$ cat config.mk
export PLATFORM = sky130hd
export DESIGN_NAME = param_bus_arbiter
export DESIGN_NICKNAME = d
export VERILOG_FILES = /design/src/rtl/param_bus_pkg.sv /design/src/rtl/param_bus_arbiter_rr_pick.sv /design/src/rtl/param_bus_arbiter.sv
export SDC_FILE = /design/constraint.sdc
export NUM_CORES = 1
export LEC_CHECK = 0
export ABC_AREA = 0
export BUFFER_PORTS_ARGS = -buffer_cell sky130_fd_sc_hd__buf_4
export CORE_UTILIZATION = 45
export CTS_BUF_LIST = sky130_fd_sc_hd__clkbuf_4 sky130_fd_sc_hd__clkbuf_8
export CTS_CLUSTER_DIAMETER = 40
export DETAILED_ROUTE_END_ITERATION = 6
export PLACE_DENSITY = 0.78
export REMOVE_ABC_BUFFERS = 1
export SLEW_MARGIN = 20
export SYNTH_ARGS = -nofsm -noshare
export SYNTH_HDL_FRONTEND = slang
export SYNTH_SLANG_ARGS = --single-unit
$ cat constraint.sdc
create_clock -name clk -period 2.8 [get_ports clk]
set_input_delay 0.28 -clock clk [delete_from_list [all_inputs] [get_ports clk]]
set_output_delay 0.28 -clock clk [all_outputs]
set_load 0.02 [all_outputs]
$ cat src/rtl/param_bus_pkg.sv
// Shared types and sizing helpers for the parameter register bus arbiter.
package param_bus_pkg;

    typedef enum logic [2:0] {
        IDLE,
        SETUP,
        ACCESS,
        WAIT,
        DONE
    } state_t;

    localparam int unsigned NUM_REQ_DEF = 4;
    localparam int unsigned PTR_W_DEF   = $clog2(NUM_REQ_DEF);

    // Priority pointer / grant index width for a given requester count.
    function automatic int unsigned ptr_w(input int unsigned num_req);
        return (num_req > 1) ? $clog2(num_req) : 1;
    endfunction

endpackage

$ cat src/rtl/param_bus_arbiter_rr_pick.sv
// Combinational round-robin pick: first requester at or above ptr_i, wrapping.
module rr_pick
    import param_bus_pkg::*;
#(
    parameter  int unsigned NUM_REQ = 4,
    localparam int unsigned PTR_W   = ptr_w(NUM_REQ)
) (
    input  logic [NUM_REQ-1:0] req_i,
    input  logic [PTR_W-1:0]   ptr_i,
    output logic [PTR_W-1:0]   gnt_idx_o,
    output logic               any_req_o
);

    function automatic logic [PTR_W-1:0] wrap_idx(input logic [PTR_W-1:0] base,
                                                  input int unsigned      off);
        int unsigned sum;
        sum = 32'(base) + off;
        if (sum >= NUM_REQ) begin
            sum = sum - NUM_REQ;
        end
        return PTR_W'(sum);
    endfunction

    // Scan from the farthest offset down so the nearest hit overwrites.
    always_comb begin
        gnt_idx_o = '0;
        any_req_o = 1'b0;
        for (int unsigned k = NUM_REQ; k > 0; k--) begin
            if (req_i[wrap_idx(ptr_i, k - 1)]) begin
                gnt_idx_o = wrap_idx(ptr_i, k - 1);
                any_req_o = 1'b1;
            end
        end
    end

endmodule

$ cat src/rtl/param_bus_arbiter.sv
// Round-robin arbiter/sequencer for the shared parameter register bus:
// grants one requester, times the strobe against the registered decoder, acks.
module param_bus_arbiter
    import param_bus_pkg::*;
#(
    parameter int unsigned NUM_REQ = 4,
    parameter int unsigned ADDR_W  = 3,
    parameter int unsigned DATA_W  = 8,
    parameter int unsigned RD_LAT  = 1
) (
    input  logic                      clk,
    input  logic                      reset_n,
    input  logic [NUM_REQ-1:0]        req_i,
    input  logic [NUM_REQ-1:0]        req_we_i,
    input  logic [NUM_REQ*ADDR_W-1:0] req_addr_i,
    input  logic [NUM_REQ*DATA_W-1:0] req_wdata_i,
    output logic [NUM_REQ-1:0]        ack_o,
    output logic [DATA_W-1:0]         rdata_o,
    output logic [ADDR_W-1:0]         bus_addr_o,
    output logic [DATA_W-1:0]         bus_wdata_o,
    output logic                      bus_we_o,
    output logic                      bus_rd_o,
    input  logic [DATA_W-1:0]         bus_rdata_i,
    output logic                      busy_o
);

    localparam int unsigned PTR_W = ptr_w(NUM_REQ);
    localparam int unsigned CNT_W = $clog2(RD_LAT + 1);

    state_t              state_q, state_d;
    logic [PTR_W-1:0]    ptr_q, ptr_d;
    logic [PTR_W-1:0]    gnt_q, gnt_d;
    logic                we_q, we_d;
    logic [ADDR_W-1:0]   addr_q, addr_d;
    logic [DATA_W-1:0]   wdata_q, wdata_d;
    logic [DATA_W-1:0]   rdata_q, rdata_d;
    logic [CNT_W-1:0]    cnt_q, cnt_d;
    logic [NUM_REQ-1:0]  ack_q, ack_d;
    logic                bus_we_q, bus_we_d;
    logic                bus_rd_q, bus_rd_d;
    logic                busy_q, busy_d;

    logic [PTR_W-1:0]    pick_idx;
    logic                any_req;

    rr_pick #(
        .NUM_REQ (NUM_REQ)
    ) u_rr_pick (
        .req_i     (req_i),
        .ptr_i     (ptr_q),
        .gnt_idx_o (pick_idx),
        .any_req_o (any_req)
    );

    always_ff @(posedge clk or negedge reset_n) begin
        if (!reset_n) begin
            state_q <= IDLE;
        end else begin
            state_q <= state_d;
        end
    end

    // Next state; the WAIT counter is sequencing state, so it lives here too.
    always_comb begin
        state_d = state_q;
        cnt_d   = cnt_q;
        case (state_q)
            IDLE:   if (any_req) state_d = SETUP;
            SETUP:  state_d = ACCESS;
            ACCESS: begin
                if (we_q) begin
                    state_d = DONE;
                end else begin
                    state_d = WAIT;
                    cnt_d   = CNT_W'(RD_LAT);
                end
            end
            WAIT: begin
                if (cnt_q == CNT_W'(1)) begin
                    state_d = DONE;
                end else begin
                    cnt_d = cnt_q - CNT_W'(1);
                end
            end
            DONE:    state_d = IDLE;
            default: state_d = IDLE;
        endcase
    end

    // Grant latching, read capture and next values of the registered outputs.
    always_comb begin
        ptr_d   = ptr_q;
        gnt_d   = gnt_q;
        we_d    = we_q;
        addr_d  = addr_q;
        wdata_d = wdata_q;
        rdata_d = rdata_q;
        if (state_q == IDLE && any_req) begin
            gnt_d = pick_idx;
            ptr_d = (pick_idx == PTR_W'(NUM_REQ - 1)) ? '0 : pick_idx + PTR_W'(1);
            for (int unsigned i = 0; i < NUM_REQ; i++) begin
                if (pick_idx == PTR_W'(i)) begin
                    we_d    = req_we_i[i];
                    addr_d  = req_addr_i[i*ADDR_W +: ADDR_W];
                    wdata_d = req_wdata_i[i*DATA_W +: DATA_W];
                end
            end
        end
        if (state_q == WAIT && cnt_q == CNT_W'(1)) begin
            rdata_d = bus_rdata_i;
        end
        ack_d    = (state_d == DONE) ? (NUM_REQ'(1) << gnt_q) : '0;
        bus_we_d = (state_d == ACCESS) &&  we_q;
        bus_rd_d = (state_d == ACCESS) && !we_q;
        busy_d   = (state_d != IDLE);
    end

    always_ff @(posedge clk or negedge reset_n) begin
        if (!reset_n) begin
            ptr_q    <= '0;
            gnt_q    <= '0;
            we_q     <= 1'b0;
            addr_q   <= '0;
            wdata_q  <= '0;
            rdata_q  <= '0;
            cnt_q    <= '0;
            ack_q    <= '0;
            bus_we_q <= 1'b0;
            bus_rd_q <= 1'b0;
            busy_q   <= 1'b0;
        end else begin
            ptr_q    <= ptr_d;
            gnt_q    <= gnt_d;
            we_q     <= we_d;
            addr_q   <= addr_d;
            wdata_q  <= wdata_d;
            rdata_q  <= rdata_d;
            cnt_q    <= cnt_d;
            ack_q    <= ack_d;
            bus_we_q <= bus_we_d;
            bus_rd_q <= bus_rd_d;
            busy_q   <= busy_d;
        end
    end

    assign ack_o       = ack_q;
    assign rdata_o     = rdata_q;
    assign bus_addr_o  = addr_q;
    assign bus_wdata_o = wdata_q;
    assign bus_we_o    = bus_we_q;
    assign bus_rd_o    = bus_rd_q;
    assign busy_o      = busy_q;

endmodule

==> metrics.yaml <==
gp_congestion: 0.753
route.detailed.drc: 0
synthCells: 169
area_growth_pct: 42.9
p_per_area_mw_per_mm2: 1060
cts_buffers: 5
fin_ws_ns: 0.628
placed_area_mm2: 0.00256
worstPathCellList: "inv_1 -> o21ai_1 -> a221oi_2 -> inv_1 -> ha_1 -> buf_4 -> mux2i_1 -> o21ai_0 -> mux2i_1 -> a21oi_2"
cts_root_buffer: "clkbuf_8"
synth_top_family_by_area: "multiplexers"
async_reset_ff_share_pct: 100
slowest_stage: "a221oi_2"
final_hold_viol_count: 0
setup_viol_count_final: 0
timing.fmax_ghz: 0.460
layout.nets: 323
fp-row-count: 23
post_drt_wl_per_cell_um: 12.5
dieArea_mm2: 0.00442
drv_cap: 0
hpwl_mm: 3.03
cts_buffer_depth: 2
critPathMaxStageDelay_ns: 0.44
maxSlewHeadroom_pct: 67.7
swShare_pct: 40.4
antenna_cells: 0
p_switching_mw: 1.14
drive_gt1_share_pct: 45.6
drtIter0Drc: 40
routed_wl_mm: 3.87
hp-start: "bus_rdata_i[1]"
critPathLaunch: "ptr_q[0]"
ys_ff_latch: 35
finalClockSkew_ns: 0.00403
post_cts_resize_count: 0
io_buffers: 87
grt_max_degree: 36
required_ns: 3.02
synthAdderAreaFrac_pct: 2.01
synth_xor_area_share_pct: 0
peakVddDrop_uv: 482
hold_class: "in -> reg"
cts_tree: "yes"
start_util_pct: 46.8
die_y_um: 66.5
yosys.area_share.simple_pct: 13.0
p_comb_share_pct: 53.2
synth_ff_type: "dfrtp_1"
path_class: "reg -> reg"
cp_max_fo: 12
finalSetupTns_ns: 0
yosysWarnings: 0
finalInstanceArea_mm2: 0.00267
cts_max_level: 2
path_delay_family: "compound AO/OA/AOI/OAI gates"
r2r_slack_ns: 0.63
p_leak_nw: 1.32
place_ws_ns: 0.636
synth_compound_area_share_pct: 13.5
synthesis.area_mm2: 0.00187
top_level_ports: 88
vias_per_cell: 5.03
synth_edf_count: 0
final_antenna_net_count: 0
synth_seq_area_share_pct: 46.8
post_cts_buffers: 0
slew_violations: 0
route.vias.total: 1553
die_x_um: 66.5
worstMarginPinSlew_ns: 0.481
grt-ovfl-total: 0
start_kind: "register"
cp_num_buf_inv: 3
rsz0062_at_grt: "no"
gr-usage-all-layers_pct: 20.1
clkPwrFrac_pct: 14.4
utilization_pct: 66.8
cts.sinks: 35
grt_pass1_vias: 1505
insertion_delay_ns: 0.29
design.core.area_mm2: 0.00400
muxShareOfSynthArea_pct: 20.6
period_share_pct: 77.6
critPathCaptureType: "register"
grt_first_pass_wirelength_mm: 6.60
ctsHoldBuffers: 1
arrival_ns: 2.39
r2r-start: "ptr_q[0]"
antenna_found_initial: 0
avgSynthCellArea_um2: 11.1
cts.clk_slew.worst_paths_ns: 0.07
drt-pass1-iter-count: 6
internal-power_mw: 1.69
seqPwrFrac_pct: 32.4
status: "complete, no violations"
synthDistinctLibCells: 35
post-route-min-period_ns: 2.17
[final timing paths]
check / cells past startpoint / to
max in group asynchronous: 2 / ack_o[2]
max: 10 / bus_wdata_o[0]
min: 2 / rdata_o[1]
min reg2reg: 1 / ack_o[0]
max reg2reg: 10 / bus_wdata_o[0]
min in group asynchronous: 2 / rdata_o[2]
[cells in the mapped netlist, types with 2 or more instances]
| library cell | number | area (um2) |
|---|---|---|
| inv_1 | 4 | 15.0 |
| buf_2 | 4 | 20.0 |
| nor2_1 | 15 | 56.3 |
| nand2_1 | 15 | 56.3 |
| mux2_1 | 8 | 90.1 |
| o21ai_1 | 2 | 10.0 |
| clkbuf_1 | 2 | 7.51 |
| ha_1 | 3 | 37.5 |
| buf_6 | 2 | 22.5 |
| dfrtp_1 | 35 | 876 |
| o21ai_0 | 12 | 60.1 |
| a21oi_1 | 5 | 25.0 |
| mux2_4 | 3 | 45.0 |
| nor4b_1 | 2 | 17.5 |
| mux2i_1 | 25 | 250 |
| nand2b_1 | 3 | 18.8 |
| a21oi_2 | 10 | 87.6 |
| and3_1 | 2 | 12.5 |
[stage by stage]
step / power (mW) / std cells / hold slack (ns)
final: 2.83 / 309 / 0.207
after detailed placement: 2.45 / 300 / 0.256
after global placement: 2.40 / 300 / 0.253
after CTS: 2.86 / 309 / 0.201
after floorplan: 1.91 / 160 / -0.0156
after global routing: 3.05 / 309 / 0.210
[logic make-up after synthesis]
logic type,Yosys count
adder cells (fa/ha/maj),3
multiplexers,36
flip-flops,35
AND/OR/NAND/NOR,45
buffers and inverters,14
AO/OA/AOI/OAI,36
[layer usage]
layer,vias up,track usage (%),routed length (um)
met2,71,33.8,1890
li1,770,-,-
met4,0,8.78,61
met3,7,6.51,338
met1,705,23.3,1580
met5,-,0,0
[power groups by stage]
stage	logic (mW)	clock network, mW	registers [mW]
finish	1.50	0.407	0.915
global route	1.66	0.438	0.955
detailed placement	1.53	0	0.926
floorplan	0.808	0	1.10
global placement	1.49	0	0.913
CTS	1.53	0.415	0.918
[registers in the layout (all words and copies together) (netlist names)]
register / flops
we_q: 1
cnt_q: 1
bus_wdata_o: 8
gnt_q: 2
bus_rd_o: 1
busy_o: 1
rdata_o: 8
state_q: 3
bus_we_o: 1
ptr_q: 2
ack_o: 4
bus_addr_o: 3
[area by class of cell]
cell class	count	area (um2)
Fill cell	332	1330
Clock buffer	8	104
Inverter	5	18.8
Sequential cell	35	876
Timing Repair Buffer	91	686
Multi-Input combinational cell	120	927
Tap cell	50	62.6
[cell usage in the layout (no fill, tap or decap), types with 4 or more instances in the layout]
cell and instances:
clkbuf_8 7, dfrtp_1 35, nand2_1 15, a21oi_2 10
mux2i_1 25, inv_1 4, mux2_1 8, buf_4 90
o21ai_0 12, a21oi_1 5, nor2_1 15
Power figures use the tool's default switching activity.
